File: config.mk
export PLATFORM = sky130hd
export DESIGN_NAME = sqd_programmable
export DESIGN_NICKNAME = d
export VERILOG_FILES = /design/src/rtl/sqd_programmable.sv
export SDC_FILE = /design/constraint.sdc
export NUM_CORES = 1
export LEC_CHECK = 0
export CAP_MARGIN = 20
export CORE_MARGIN = 1
export CORE_UTILIZATION = 30
export CTS_CLUSTER_DIAMETER = 50
export DETAILED_ROUTE_END_ITERATION = 10
export HOLD_SLACK_MARGIN = 0.1
export PLACE_DENSITY = 0.54
export SETUP_SLACK_MARGIN = 0.1
export SYNTH_ARGS = -nofsm -noshare
export SYNTH_HDL_FRONTEND = slang
export SYNTH_SLANG_ARGS = --single-unit
File: constraint.sdc
create_clock -name CLK -period 1.9 [get_ports CLK]
set_input_delay 0.57 -clock CLK [delete_from_list [all_inputs] [get_ports CLK]]
set_output_delay 0.57 -clock CLK [all_outputs]
set_load 0.05 [all_outputs]
File: src/rtl/sqd_programmable.sv
// sqd_programmable: programmable serial pattern detector.
// A pattern of 2..PAT_MAX bits is loaded at run time. Serial bits are then
// matched against it in overlapping or non-overlapping mode, and a
// registered one-cycle pulse marks each match.
// Optional feature: define SQD_MATCH_COUNT_EN to get a saturating match
// counter on MATCH_CNT. Without it, MATCH_CNT is tied to 0 and CNT_CLR is
// ignored.
module sqd_programmable #(
  parameter int PAT_MAX = 8,
  parameter int CNT_W   = 16
) (
  input  logic                             CLK,
  input  logic                             RESET_N,
  input  logic                             X,
  input  logic                             X_VALID,
  input  logic                             LOAD,
  input  logic [PAT_MAX-1:0]               PAT,
  input  logic [$clog2(PAT_MAX+1)-1:0]     PAT_LEN,
  input  logic                             OVERLAP,
  input  logic                             CNT_CLR,
  output logic                             Z_OUT,
  output logic                             LOAD_ERR,
  output logic [CNT_W-1:0]                 MATCH_CNT
);

  localparam int LEN_W = $clog2(PAT_MAX + 1);

  typedef enum logic [1:0] {
    ST_IDLE,  // no valid pattern latched
    ST_FILL,  // fewer than len_q bits collected since load or last match
    ST_RUN    // history holds at least len_q bits
  } state_e;

  state_e             state_q, state_d;
  logic [PAT_MAX-1:0] hist_q,  hist_d;
  logic [LEN_W-1:0]   fill_q,  fill_d;
  logic [PAT_MAX-1:0] pat_q,   pat_d;
  logic [LEN_W-1:0]   len_q,   len_d;
  logic               ovl_q,   ovl_d;
  logic               z_q,     z_d;
  logic               err_q,   err_d;

  logic [PAT_MAX-1:0] mask;
  logic [PAT_MAX-1:0] hist_shift;
  logic [LEN_W-1:0]   fill_inc;
  logic               len_ok;

  // Compare mask selecting the low len_q bits, plus the shifted history and
  // the saturating fill count that an accepted bit would produce.
  always_comb begin
    for (int i = 0; i < PAT_MAX; i++) begin
      mask[i] = (i < int'(len_q));
    end
    hist_shift = {hist_q[PAT_MAX-2:0], X};
    fill_inc   = (fill_q == len_q) ? fill_q : fill_q + LEN_W'(1);
    len_ok     = (PAT_LEN >= LEN_W'(2)) && (PAT_LEN <= LEN_W'(PAT_MAX));
  end

  // Next-state logic: LOAD has priority over data, and data is ignored in IDLE.
  always_comb begin
    // NOTE: every signal gets its hold value first, so no path through this
    // block leaves a signal unassigned and no latch is inferred.
    state_d = state_q;
    hist_d  = hist_q;
    fill_d  = fill_q;
    pat_d   = pat_q;
    len_d   = len_q;
    ovl_d   = ovl_q;
    err_d   = err_q;
    z_d     = 1'b0;

    if (LOAD) begin
      hist_d = '0;
      fill_d = '0;
      if (len_ok) begin
        pat_d   = PAT;
        len_d   = PAT_LEN;
        ovl_d   = OVERLAP;
        err_d   = 1'b0;
        state_d = ST_FILL;
      end else begin
        pat_d   = '0;
        len_d   = '0;
        ovl_d   = 1'b0;
        err_d   = 1'b1;
        state_d = ST_IDLE;
      end
    end else if (X_VALID && (state_q != ST_IDLE)) begin
      hist_d = hist_shift;
      fill_d = fill_inc;
      if (fill_inc == len_q) begin
        state_d = ST_RUN;
        if ((hist_shift & mask) == (pat_q & mask)) begin
          z_d = 1'b1;
          if (!ovl_q) begin
            // Non-overlapping: the next match needs len_q fresh bits.
            fill_d  = '0;
            state_d = ST_FILL;
          end
        end
      end else begin
        state_d = ST_FILL;
      end
    end
  end

  // State registers; reset discards the latched pattern, so a new LOAD is required.
  always_ff @(posedge CLK or negedge RESET_N) begin
    if (!RESET_N) begin
      state_q <= ST_IDLE;
      hist_q  <= '0;
      fill_q  <= '0;
      pat_q   <= '0;
      len_q   <= '0;
      ovl_q   <= 1'b0;
      z_q     <= 1'b0;
      err_q   <= 1'b0;
    end else begin
      // NOTE: non-blocking assignments make every flop sample the values from
      // before the edge, which is what removes order dependence between them.
      state_q <= state_d;
      hist_q  <= hist_d;
      fill_q  <= fill_d;
      pat_q   <= pat_d;
      len_q   <= len_d;
      ovl_q   <= ovl_d;
      z_q     <= z_d;
      err_q   <= err_d;
    end
  end

  assign Z_OUT    = z_q;
  assign LOAD_ERR = err_q;

`ifdef SQD_MATCH_COUNT_EN
  logic [CNT_W-1:0] cnt_q, cnt_d;

  // Saturating match counter. A clear in the same cycle as a match wins.
  always_comb begin
    cnt_d = cnt_q;
    if (CNT_CLR) begin
      cnt_d = '0;
    end else if (z_d && (cnt_q != '1)) begin
      cnt_d = cnt_q + CNT_W'(1);
    end
  end

  // Counter register.
  always_ff @(posedge CLK or negedge RESET_N) begin
    if (!RESET_N) begin
      cnt_q <= '0;
    end else begin
      cnt_q <= cnt_d;
    end
  end

  assign MATCH_CNT = cnt_q;
`else
  logic unused_cnt_clr;
  assign unused_cnt_clr = CNT_CLR;
  assign MATCH_CNT      = '0;
`endif

endmodule

Word level (Yosys, flattened, before mapping)

Index checks and enable logic that the tools add are counted.

Bits in registers: 28
Bits in latches: 0
RAM bits: 0
ROM bits: 0
Bits of input ports: 19
Memories kept: 0

Add/sub/neg operators: 1
Multiply operators: 0
Divide/modulo/power cells: 0
Magnitude comparators: 10
Equality and inequality tests: 3
Shift-type cells: 0
Mux-type cells: 22
Bitwise operators: 2
Reductions and logical operators: 4

Operator list:

| kind                                                                                 | number |
|---|---|
| 4-bit 2-to-1 mux                                                                     | 7 |
| 8-bit AND                                                                            | 2 |
| 3-bit by 4-bit < comparator with 1-bit output (first input constant)                 | 4 |
| 7-bit 2-to-1 mux                                                                     | 2 |
| 2-bit 2-to-1 mux                                                                     | 5 |
| 4-bit equality test                                                                  | 2 |
| 8-bit equality test                                                                  | 1 |
| 1-bit by 4-bit < comparator with 1-bit output (first input constant)                 | 2 |
| 2-bit by 4-bit < comparator with 1-bit output (first input constant)                 | 2 |
| 8-bit 2-to-1 mux                                                                     | 1 |
| 1-bit 2-to-1 mux                                                                     | 7 |
| 4-bit by 1-bit adder with 4-bit output (second input constant)                       | 1 |
| 4-bit by 2-bit greater-or-equal comparator with 1-bit output (second input constant) | 1 |
| 4-bit <= comparator (second input constant)                                          | 1 |
| 2-bit nonzero test                                                                   | 2 |
| 1-bit logical AND                                                                    | 2 |

Longest topological paths before layout

Gate-level depths: netlist of run 1.

Depth after elaboration: 7
Mapped depth: 6
Mapped depth without buffers: 6

Worst setup path after synthesis of run 1

No wires, ideal clock.

Kind: reg-to-reg
Start point: register len_q[1]
End point: register fill_q[2]
Setup time: 0.119 ns
Arrival time: 1.691 ns
Data required time: 1.781 ns
Slack: 0.090 ns
Stages on the path, launching flop included: 7
Period minus slack after synthesis: 1.810 ns
Cell sequence: dfrtp_1 or3b_1 o21ai_0 nand4_2 a211oi_4 o21ai_1 and2_1

Longest elaborated chain between the ends: 7
Elaborated cells on any way between the ends: 19

RTL lines:

| item                                                                        | RTL line | text |
|---|---|---|
| from (decl)                                                                 | 38       | `logic [LEN_W-1:0] len_q, len_d;` |
| from (signal assigned)                                                      | 125      | `len_q <= len_d;` |
| 1-bit by 4-bit < comparator with 1-bit output, or another cell as far along | 52       | `mask[i] = (i < int'(len_q));` |
| 8-bit AND / 4-bit 2-to-1 mux (equally long branches)                        | 93, 55   |  |
| 8-bit equality test / 4-bit 2-to-1 mux (equally long branches)              | 93, 95   |  |
| 4-bit 2-to-1 mux                                                            | 93       | `if ((hist_shift & mask) == (pat_q & mask)) begin` |
| 4-bit 2-to-1 mux (*)                                                        | 91       | `if (fill_inc == len_q) begin` |
| 4-bit 2-to-1 mux (*)                                                        | 88       | `end else if (X_VALID && (state_q != ST_IDLE)) begin` |
| 4-bit 2-to-1 mux (*)                                                        | 72       | `if (LOAD) begin` |
| to (signal assigned)                                                        | 123      | `fill_q <= fill_d;` |
| to (decl)                                                                   | 36       | `logic [LEN_W-1:0] fill_q, fill_d;` |

Mark *: on every way between the ends. The rest lies on a longest branch, timed or not. The select of a mux whose other input is x is not followed.
A chain may end at the register's enable or synchronous reset.

Worst setup path in the final report of run 1

Start point: register len_q[3]
End point: register fill_q[2]

Same word-level chain as after synthesis.

==> results.yml, run 1 <==
detailed_routing:
  drcViolationCount: 0
  met1_length_mm: 1.39
  avgRoutedWirePerCell_microns: 13.2
  drtAntennaViolNets: 0
  top_layer_used: "met4"
  vias: 1272
  drt_iter0_markers: 24
  via_per_inst: 4.73
  first_pass_iters: 4
  wl_met2_mm: 2.00
  routed_wl_mm: 3.56
  wl_met3_microns: 112
setup_path:
  critPathRequiredTime_ns: 2.07
  crit_fanout: 4
  path_class: "reg2reg"
  setup.worst_path.start_class: "flop"
  r2r_setup_slack_ns: 0.07
  end_kind: "flop"
  worstReg2RegEnd: "fill_q[2]"
  arrival_ns: 2.00
  reg2reg_depth: 6
  crit_chain: "or3b_4, o2bb2a_4, nand4_4, a211oi_4, o21ai_1, and2_1"
  cpPeakStageDelay_ns: 0.46
  slowest_stage: "dfrtp_2"
  reg2reg_from: "len_q[3]"
timing:
  fmax_ghz: 0.545
  finalCriticalPeriod_ns: 1.83
  slew_viol_final: 0
  fin_skew_ns: 0.00186
  rsz0062_at_grt: "true"
  finalHoldViolations: 0
  period_share_pct: 96.5
  setup_violations: 0
synthesis:
  synth_top_family_by_area: "compound AO/OA/AOI/OAI gates"
  postSynthCellCount: 157
  synth_compound_area_share_pct: 21.6
  avgSynthCellArea_sq_um: 10.1
  synthXorXnorAreaFrac_pct: 9.66
  syn_area_sq_um: 1590
  yosysUniqueCellTypes: 38
  synthMuxAreaShare_pct: 0
  synth_warnings: 0
  yosysSeqAreaShare_pct: 44.0
  ys_ff_latch: 28
  synth_simple_gate_area_share_pct: 14.8
  synth_adder_area_share_pct: 0.786
pwr:
  power.internal_uw: 1040
  p_leak_uw: 0.000924
  p_total_uw: 1570
  p_clk_share_pct: 20.0
  p_seq_share_pct: 44.0
  comb_power_share_pct: 36.0
  switching_share_pct: 33.9
  power_density_nw_per_um2: 725
  switching_power_uw: 532
  ir_worst_vdd_uv: 328
cts:
  htree_num_levels: 1
  numCtsBuffers: 3
  clkLatencyLatePin_ns: 0.27
  cts_hold_buffers: 0
  cts_tree: "built"
  root_buffer: "clkbuf_8"
  cts_sinks: 28
  clkTransAtPathRegs_ns: 0.09
  cts_buffer_depth: 2
placed_design:
  io_buffers: 19
  place.gp.congestion: 0.835
  postPlaceCellArea_sq_um: 1970
  dp_hpwl_mm: 2.66
run:
  maxCapViolCount: 0
min_path:
  min_to: "LOAD_ERR"
  min_path_cells: 2
  min_path_type: "reg2reg"
  min_from: "LOAD_ERR"
grt:
  grt_start_max_net_pins: 29
  grt_pass1_vias: 1247
  grt_antenna_before_repair: 0
  grt_usage_pct: 13.7
  overflow: 0
  grt_pass1_wl_mm: 5.78
floorplanning:
  die_x_microns: 74.9
  initial_utilization_pct: 31.2
  pin_count: 37
  rows: 26
  fp.coreArea_sq_um: 5110
  die-area_sq_um: 5600
  die_h_microns: 74.9
finish:
  area_growth_pct: 36.0
  final_cell_area_sq_um: 2170
  drive_gt1_share_pct: 32.7
  final_nets: 221
  n_antenna_cell: 0
  postLayoutCoreUtil_pct: 42.4
outcome:
  status: "finished clean"
-- power by group through the flow --
stage               Sequential, uW  Clock [uW]  Combinational (uW)
floorplan                      699           0                 327
detailed placement             690           0                 508
CTS                            680         325                 536
finish                         690         314                 566
global route                   695         355                 612
global placement               689           0                 497
-- routing by layer --
layer  up-vias  GRT usage, %
li1        596             -
met1       633          15.6
met2        35          25.8
met3         8          1.61
met4         0          5.87
met5         -             0
-- cells in the final DEF, fill, tap and decap left out, types with 6 or more instances in the layout --
master,instances
nor2_1,7
xor2_1,6
nand2_1,22
conb_1,16
a22o_1,11
clkdlybuf4s50_1,16
a21oi_1,12
dfrtp_2,7
buf_4,27
dfrtp_1,21
-- synthesized netlist by cell type --
cell type | count | area (sq um)
inv_1 | 1 | 3.75
a21o_1 | 1 | 7.51
xnor2_1 | 3 | 26.3
or4_1 | 1 | 7.51
nor2_1 | 8 | 30.0
a21o_2 | 2 | 17.5
dfrtp_1 | 28 | 701
a21oi_1 | 13 | 65.1
conb_1 | 1 | 3.75
nor4b_1 | 1 | 8.76
a22o_1 | 11 | 96.3
o21ai_1 | 3 | 15.0
nand2b_1 | 1 | 6.26
a211oi_1 | 2 | 15.0
nand4_2 | 1 | 12.5
a41oi_2 | 1 | 16.3
nand3b_1 | 1 | 7.51
nor4_1 | 1 | 6.26
xor2_1 | 9 | 78.8
xor2_2 | 3 | 48.8
o21a_1 | 2 | 15.0
or3_1 | 1 | 6.26
a2bb2oi_1 | 1 | 8.76
or4_2 | 1 | 8.76
nand2_1 | 22 | 82.6
buf_4 | 16 | 120
nand3_1 | 2 | 10.0
clkbuf_1 | 5 | 18.8
a21oi_2 | 1 | 8.76
o2bb2ai_1 | 1 | 8.76
a211oi_4 | 1 | 20.0
o2bb2a_4 | 1 | 20.0
ha_1 | 1 | 12.5
nor4_4 | 1 | 21.3
or3b_1 | 1 | 8.76
a22o_2 | 1 | 10.0
and2_1 | 3 | 18.8
o21ai_0 | 4 | 20.0
-- metrics by stage --
stage                     setup WS (ns)  setup TNS (ns)  std cells  hold slack [ns]
after global placement           -0.403           -3.05        263            0.488
final                            0.0663               0        269            0.515
after detailed placement         -0.431           -3.23        263            0.486
after CTS                        0.0443               0        266            0.523
after global routing            0.00889               0        269            0.538
after floorplan                   0.131               0        172            0.274
-- area by class of cell --
cell class	count	area, sq um
fill	503	2940
sequential	28	709
inverter	1	3.75
clock buffer	3	41.3
multi-input combinational	122	932
timing repair buffer	45	392
tap	70	87.6
-- critical path, delay by kind of cell, from the launching register on --
kind | cells | cell delay [ns]
flops | 1 | 0.46
compound gates | 3 | 0.59
simple gates | 3 | 0.68
-- cell families (layout without fill, tap and decap cells) --
kind of cell,count (synthesis),after routing
adder cells (fa/ha/maj),1,1
AO/OA/AOI/OAI,45,45
flip-flops,28,28
buffers and inverters,22,49
XOR/XNOR,15,15
other,1,16
AND/OR/NAND/NOR,45,45
-- worst max-delay path by stage --
stage | from | endpoint | slack, ns
global route | fill_q[1] | fill_q[3] | 0.009
finish | len_q[3] | fill_q[2] | 0.07
floorplan | len_q[1] | fill_q[2] | 0.13
global placement | X | fill_q[2] | -0.40
detailed placement | X | fill_q[2] | -0.43
CTS | len_q[1] | fill_q[3] | 0.04
-- state kept, by name, summed over array words and instances (netlist names) --
register  cells
Z_OUT         1
state_q       2
len_q         4
hist_q        7
LOAD_ERR      1
pat_q         8
fill_q        4
ovl_q         1
-- repair_timing --
action                                  CTS  global route
resized for setup                        11            16
endpoints found under the setup margin    7             7
buffers inserted                          0             3
hold endpoints to repair                  0             0
pin swaps                                 9             5
(Power assumes the default switching activity.)
==> run 2: changes to the inputs <==
- CORE_ASPECT_RATIO: unset -> 0.6
==> run 2 against run 1 <==
  * Sequential power grew 0.9%
  * Combinational power grew 11%
  * Worst setup slack gained 0.010 ns
  * Critical path type unchanged
  * Critical endpoint is now fill_q[1]
  * Largest cell class unchanged
  * Largest power group unchanged
==> results.yml, run 2 (same netlist as run 1, synthesis figures left out) <==
detailed_routing:
  routed_wl_mm: 3.75
  wl_met2_mm: 1.66
  via_per_inst: 4.70
  vias: 1279
  drcViolationCount: 0
  wl_met3_microns: 160
  first_pass_iters: 4
  avgRoutedWirePerCell_microns: 13.8
  met1_length_mm: 1.93
  drt_iter0_markers: 45
  top_layer_used: "met4"
  drtAntennaViolNets: 0
placed_design:
  place.gp.congestion: 0.918
  pre_cts_ws_ns: -0.465
  dp.cells: 260
  dp_hpwl_mm: 2.82
  io_buffers: 19
  postPlaceCellArea_sq_um: 1960
setup_path:
  crit_fanout: 3
  crit_chain: "or3b_4, o2bb2a_4, nand4_4, a211oi_4, buf_6, a21o_1, a21oi_1"
  arrival_ns: 1.98
  setup.worst_path.start_class: "flop"
  cpPeakStageDelay_ns: 0.45
  path_class: "reg2reg"
  slowest_stage: "dfrtp_2"
  end_kind: "flop"
  critPathRequiredTime_ns: 2.06
timing:
  finalCriticalPeriod_ns: 1.82
  fin_ws_ns: 0.0763
  setup_violations: 0
  setup_tns_ns: 0
  fmax_ghz: 0.548
  slew_viol_final: 0
  rsz0062_at_grt: "true"
  finalHoldViolations: 0
  period_share_pct: 96.0
  fin_skew_ns: 0.00105
  whs_ns: 0.522
finish:
  n_antenna_cell: 0
  area_growth_pct: 39.8
  largest_reg_flops: 8
  final_nets: 228
  final_cell_mix: "buf_4, nand2_1, dfrtp_1"
  instances_no_fill: 272
  final_cell_area_sq_um: 2230
  multiInputGateArea_sq_um: 942
  largest-register: "pat_q"
  regArea_sq_um: 709
  top_regs: "pat_q x8, hist_q x7"
  final_common_cell: "buf_4"
  fillers: 492
  drive_gt1_share_pct: 35.4
grt:
  grt_pass1_wl_mm: 6.04
  grt_start_max_net_pins: 29
  grt_usage_pct: 14.4
  grt_antenna_before_repair: 0
  grt_pass1_vias: 1266
  overflow: 0
cts:
  clkLatencyLatePin_ns: 0.27
  cts_buffer_depth: 2
  cts_tree: "built"
  cts_sinks: 28
  numCtsBuffers: 3
  root_buffer: "clkbuf_8"
  clkTransAtPathRegs_ns: 0.09
  cts_hold_buffers: 0
  htree_num_levels: 1
run:
  maxCapViolCount: 0
floorplanning:
  initial_utilization_pct: 31.4
  die_h_microns: 58.4
  rows: 20
  die_x_microns: 96.1
  pin_count: 37
  fp.coreArea_sq_um: 5080
  die-area_sq_um: 5610
outcome:
  status: "finished clean"
pwr:
  power_density_nw_per_um2: 738
  ir_worst_vdd_uv: 339
  p_leak_uw: 0.000964
min_path:
  min_path_type: "reg2reg"
run 2: changes by cell type in the layout (fill, tap and decap cells not counted), sizes merged:
cell	before	now
buf	28	35
run 2: worst max-delay path: cells and delay by family (launching register included):
family / cells / cell delay, ns
compound gates: 4 / 0.59
buf+inv: 1 / 0.14
flops: 1 / 0.45
simple gates: 2 / 0.53
run 2: final timing paths:
path	startpoint	to	slack, ns	cells past startpoint
max in group asynchronous	RESET_N	fill_q[3]	0.93	2
min reg2reg	LOAD_ERR	LOAD_ERR	0.52	2
max reg2reg	len_q[1]	fill_q[1]	0.08	7
min	LOAD_ERR	LOAD_ERR	0.52	2
min in group asynchronous	RESET_N	pat_q[7]	0.67	2
max	len_q[1]	fill_q[1]	0.08	7
run 2: layout make-up:
cell class,count,share of cell area (%)
repair buffers,52,20.1
well taps,66,3.71
multi-input cells,122,42.3
flip-flops and latches,28,31.9
clock buffers,3,1.85
inverters,1,0.169
run 2: metal layers:
metal | vias to the layer above | global-route usage [%]
met2 | 26 | 21.0
met4 | 0 | 2.13
met5 | - | 0
met1 | 642 | 21.4
li1 | 609 | -
met3 | 2 | 4.52
run 2: repair_timing:
item,CTS,global route
gates resized for setup,14,19
buffers inserted,3,6
setup endpoints to repair,8,16
pin swaps,11,9
run 2: power by group:
part | total, uW | internal [uW] | switching [uW]
sequential | 696 | 639 | 57.1
combinational | 629 | 303 | 327
clock | 318 | 142 | 175
run 2: metrics by stage:
stage,power (uW),utilization [%]
2_1_floorplan,1030,-
3_3_place_gp,1180,38.5
3_5_place_dp,1200,38.5
4_1_cts,1560,41.1
5_1_grt,1730,43.8
6_report,1640,43.8
==> run 3: changes to the inputs <==
- RECOVER_POWER: unset -> 25
==> run 3 against run 2 <==
  * Utilization about the same
  * Highest routed layer unchanged
  * Clock-buffer cell count unchanged
  * Hold slack about the same
  * Clock skew about the same
  * Worst setup slack about the same
  * Power about the same
  * Cell count unchanged
  * Register-to-register slack about the same
  * Critical path depth unchanged
  * Largest power group unchanged
==> results.yml, run 3 (same netlist as run 1, synthesis figures left out) <==
run:
  maxCapViolCount: 0
timing:
  finalCriticalPeriod_ns: 1.82
  rsz0062_at_grt: "true"
  worst_pin_slew_ns: 0.718
  fin_skew_ns: 0.00106
  setup_violations: 0
  fmax_ghz: 0.548
  slew_headroom_pct: 52.1
  finalHoldViolations: 0
  period_share_pct: 96.0
  slew_viol_final: 0
cts:
  root_buffer: "clkbuf_8"
  htree_num_levels: 1
  clkLatencyLatePin_ns: 0.27
  numCtsBuffers: 3
  cts_buffer_depth: 2
  cts_sinks: 28
  cts_tree: "built"
  clkTransAtPathRegs_ns: 0.09
floorplanning:
  fp.coreArea_sq_um: 5080
  die_h_microns: 58.4
  die_x_microns: 96.1
  die-area_sq_um: 5610
  rows: 20
  pin_count: 37
  initial_utilization_pct: 31.4
setup_path:
  end_kind: "flop"
  arrival_ns: 1.98
  crit_fanout: 3
  setup.worst_path.start_class: "flop"
  startpoint: "len_q[1]"
  reg2reg_from: "len_q[1]"
  critPathRequiredTime_ns: 2.06
  path_class: "reg2reg"
finish:
  final_cell_mix: "buf_4, nand2_1, dfrtp_1"
  n_antenna_cell: 0
  final_nets: 228
  top_regs: "pat_q x8, hist_q x7"
  final_common_cell: "buf_4"
  area_growth_pct: 39.7
  largest_reg_flops: 8
  fillers: 493
  largest-register: "pat_q"
  postLayoutCoreUtil_pct: 43.8
  instances_no_fill: 272
  drive_gt1_share_pct: 35.4
placed_design:
  dp_hpwl_mm: 2.82
  dp.cells: 260
  io_buffers: 19
  place.gp.congestion: 0.918
detailed_routing:
  first_pass_iters: 4
  drcViolationCount: 0
  vias: 1279
  avgRoutedWirePerCell_microns: 13.8
  via_per_inst: 4.70
  drtAntennaViolNets: 0
  routed_wl_mm: 3.76
  drt_iter0_markers: 45
grt:
  grt_antenna_before_repair: 0
  overflow: 0
  grt_pass1_vias: 1266
  grt_start_max_net_pins: 29
  grt_pass1_wl_mm: 6.04
  grt_usage_pct: 14.4
outcome:
  status: "finished clean"
pwr:
  ir_worst_vdd_uv: 339
  p_leak_uw: 0.000963
  power_density_nw_per_um2: 738
min_path:
  min_from: "LOAD_ERR"
  min_path_type: "reg2reg"
## run 3: layout make-up
type                       count  area (sq um)  area share (%)
inverter                       1          3.75           0.169
timing repair buffer          52           445            20.0
clock buffer                   3          41.3            1.86
multi-input combinational    122           942            42.4
tap                           66          82.6            3.71
sequential                    28           709            31.9
## run 3: timing repair
| item | CTS | global route |
|---|---|---|
| hold buffers | 0 | 0 |
| pin swaps | 11 | 9 |
| setup buffers | 3 | 6 |
| endpoints found under the setup margin | 8 | 16 |
| endpoints found under the hold margin | 0 | 0 |
| resized for setup | 14 | 19 |
## run 3: worst max-delay path, cell delays in order (launching register included)
cell,delay (ns)
dfrtp_2,0.45
or3b_4,0.42
o2bb2a_4,0.21
nand4_4,0.11
a211oi_4,0.24
buf_6,0.14
a21o_1,0.08
a21oi_1,0.06
## run 3: worst paths after layout
kind	endpoint	slack, ns	cells past startpoint
max	fill_q[1]	0.08	7
min	LOAD_ERR	0.52	2
max reg2reg	fill_q[1]	0.08	7
min reg2reg	LOAD_ERR	0.52	2
max in group asynchronous	fill_q[3]	0.52	2
min in group asynchronous	pat_q[7]	0.87	2
## run 3: metal layers
layer / global-route usage, % / vias to the layer above / share of wire (%)
met5: 0 / - / 0
met4: 2.13 / 0 / 0.27
met3: 4.52 / 2 / 4.3
met2: 21.0 / 26 / 44
met1: 21.4 / 642 / 51
li1: - / 609 / -
## run 3: through the flow
| stage | setup WS (ns) | instance area (sq um) | setup TNS, ns | power (uW) | hold WS [ns] |
|---|---|---|---|---|---|
| after detailed placement | -0.465 | 1960 | -4.64 | 1200 | 0.503 |
| after CTS | 0.0309 | 2090 | 0 | 1560 | 0.529 |
| after floorplan | 0.131 | 1650 | 0 | 1030 | 0.274 |
| after global routing | 0.00771 | 2220 | 0 | 1730 | 0.553 |
| final | 0.0763 | 2220 | 0 | 1640 | 0.522 |
| after global placement | -0.443 | 1960 | -4.54 | 1180 | 0.485 |
## run 3: where the power goes
group | total [uW] | internal, uW | switching, uW
Sequential | 696 | 639 | 57.1
Clock | 318 | 142 | 175
Combinational | 628 | 302 | 327
Total | 1640 | 1080 | 559
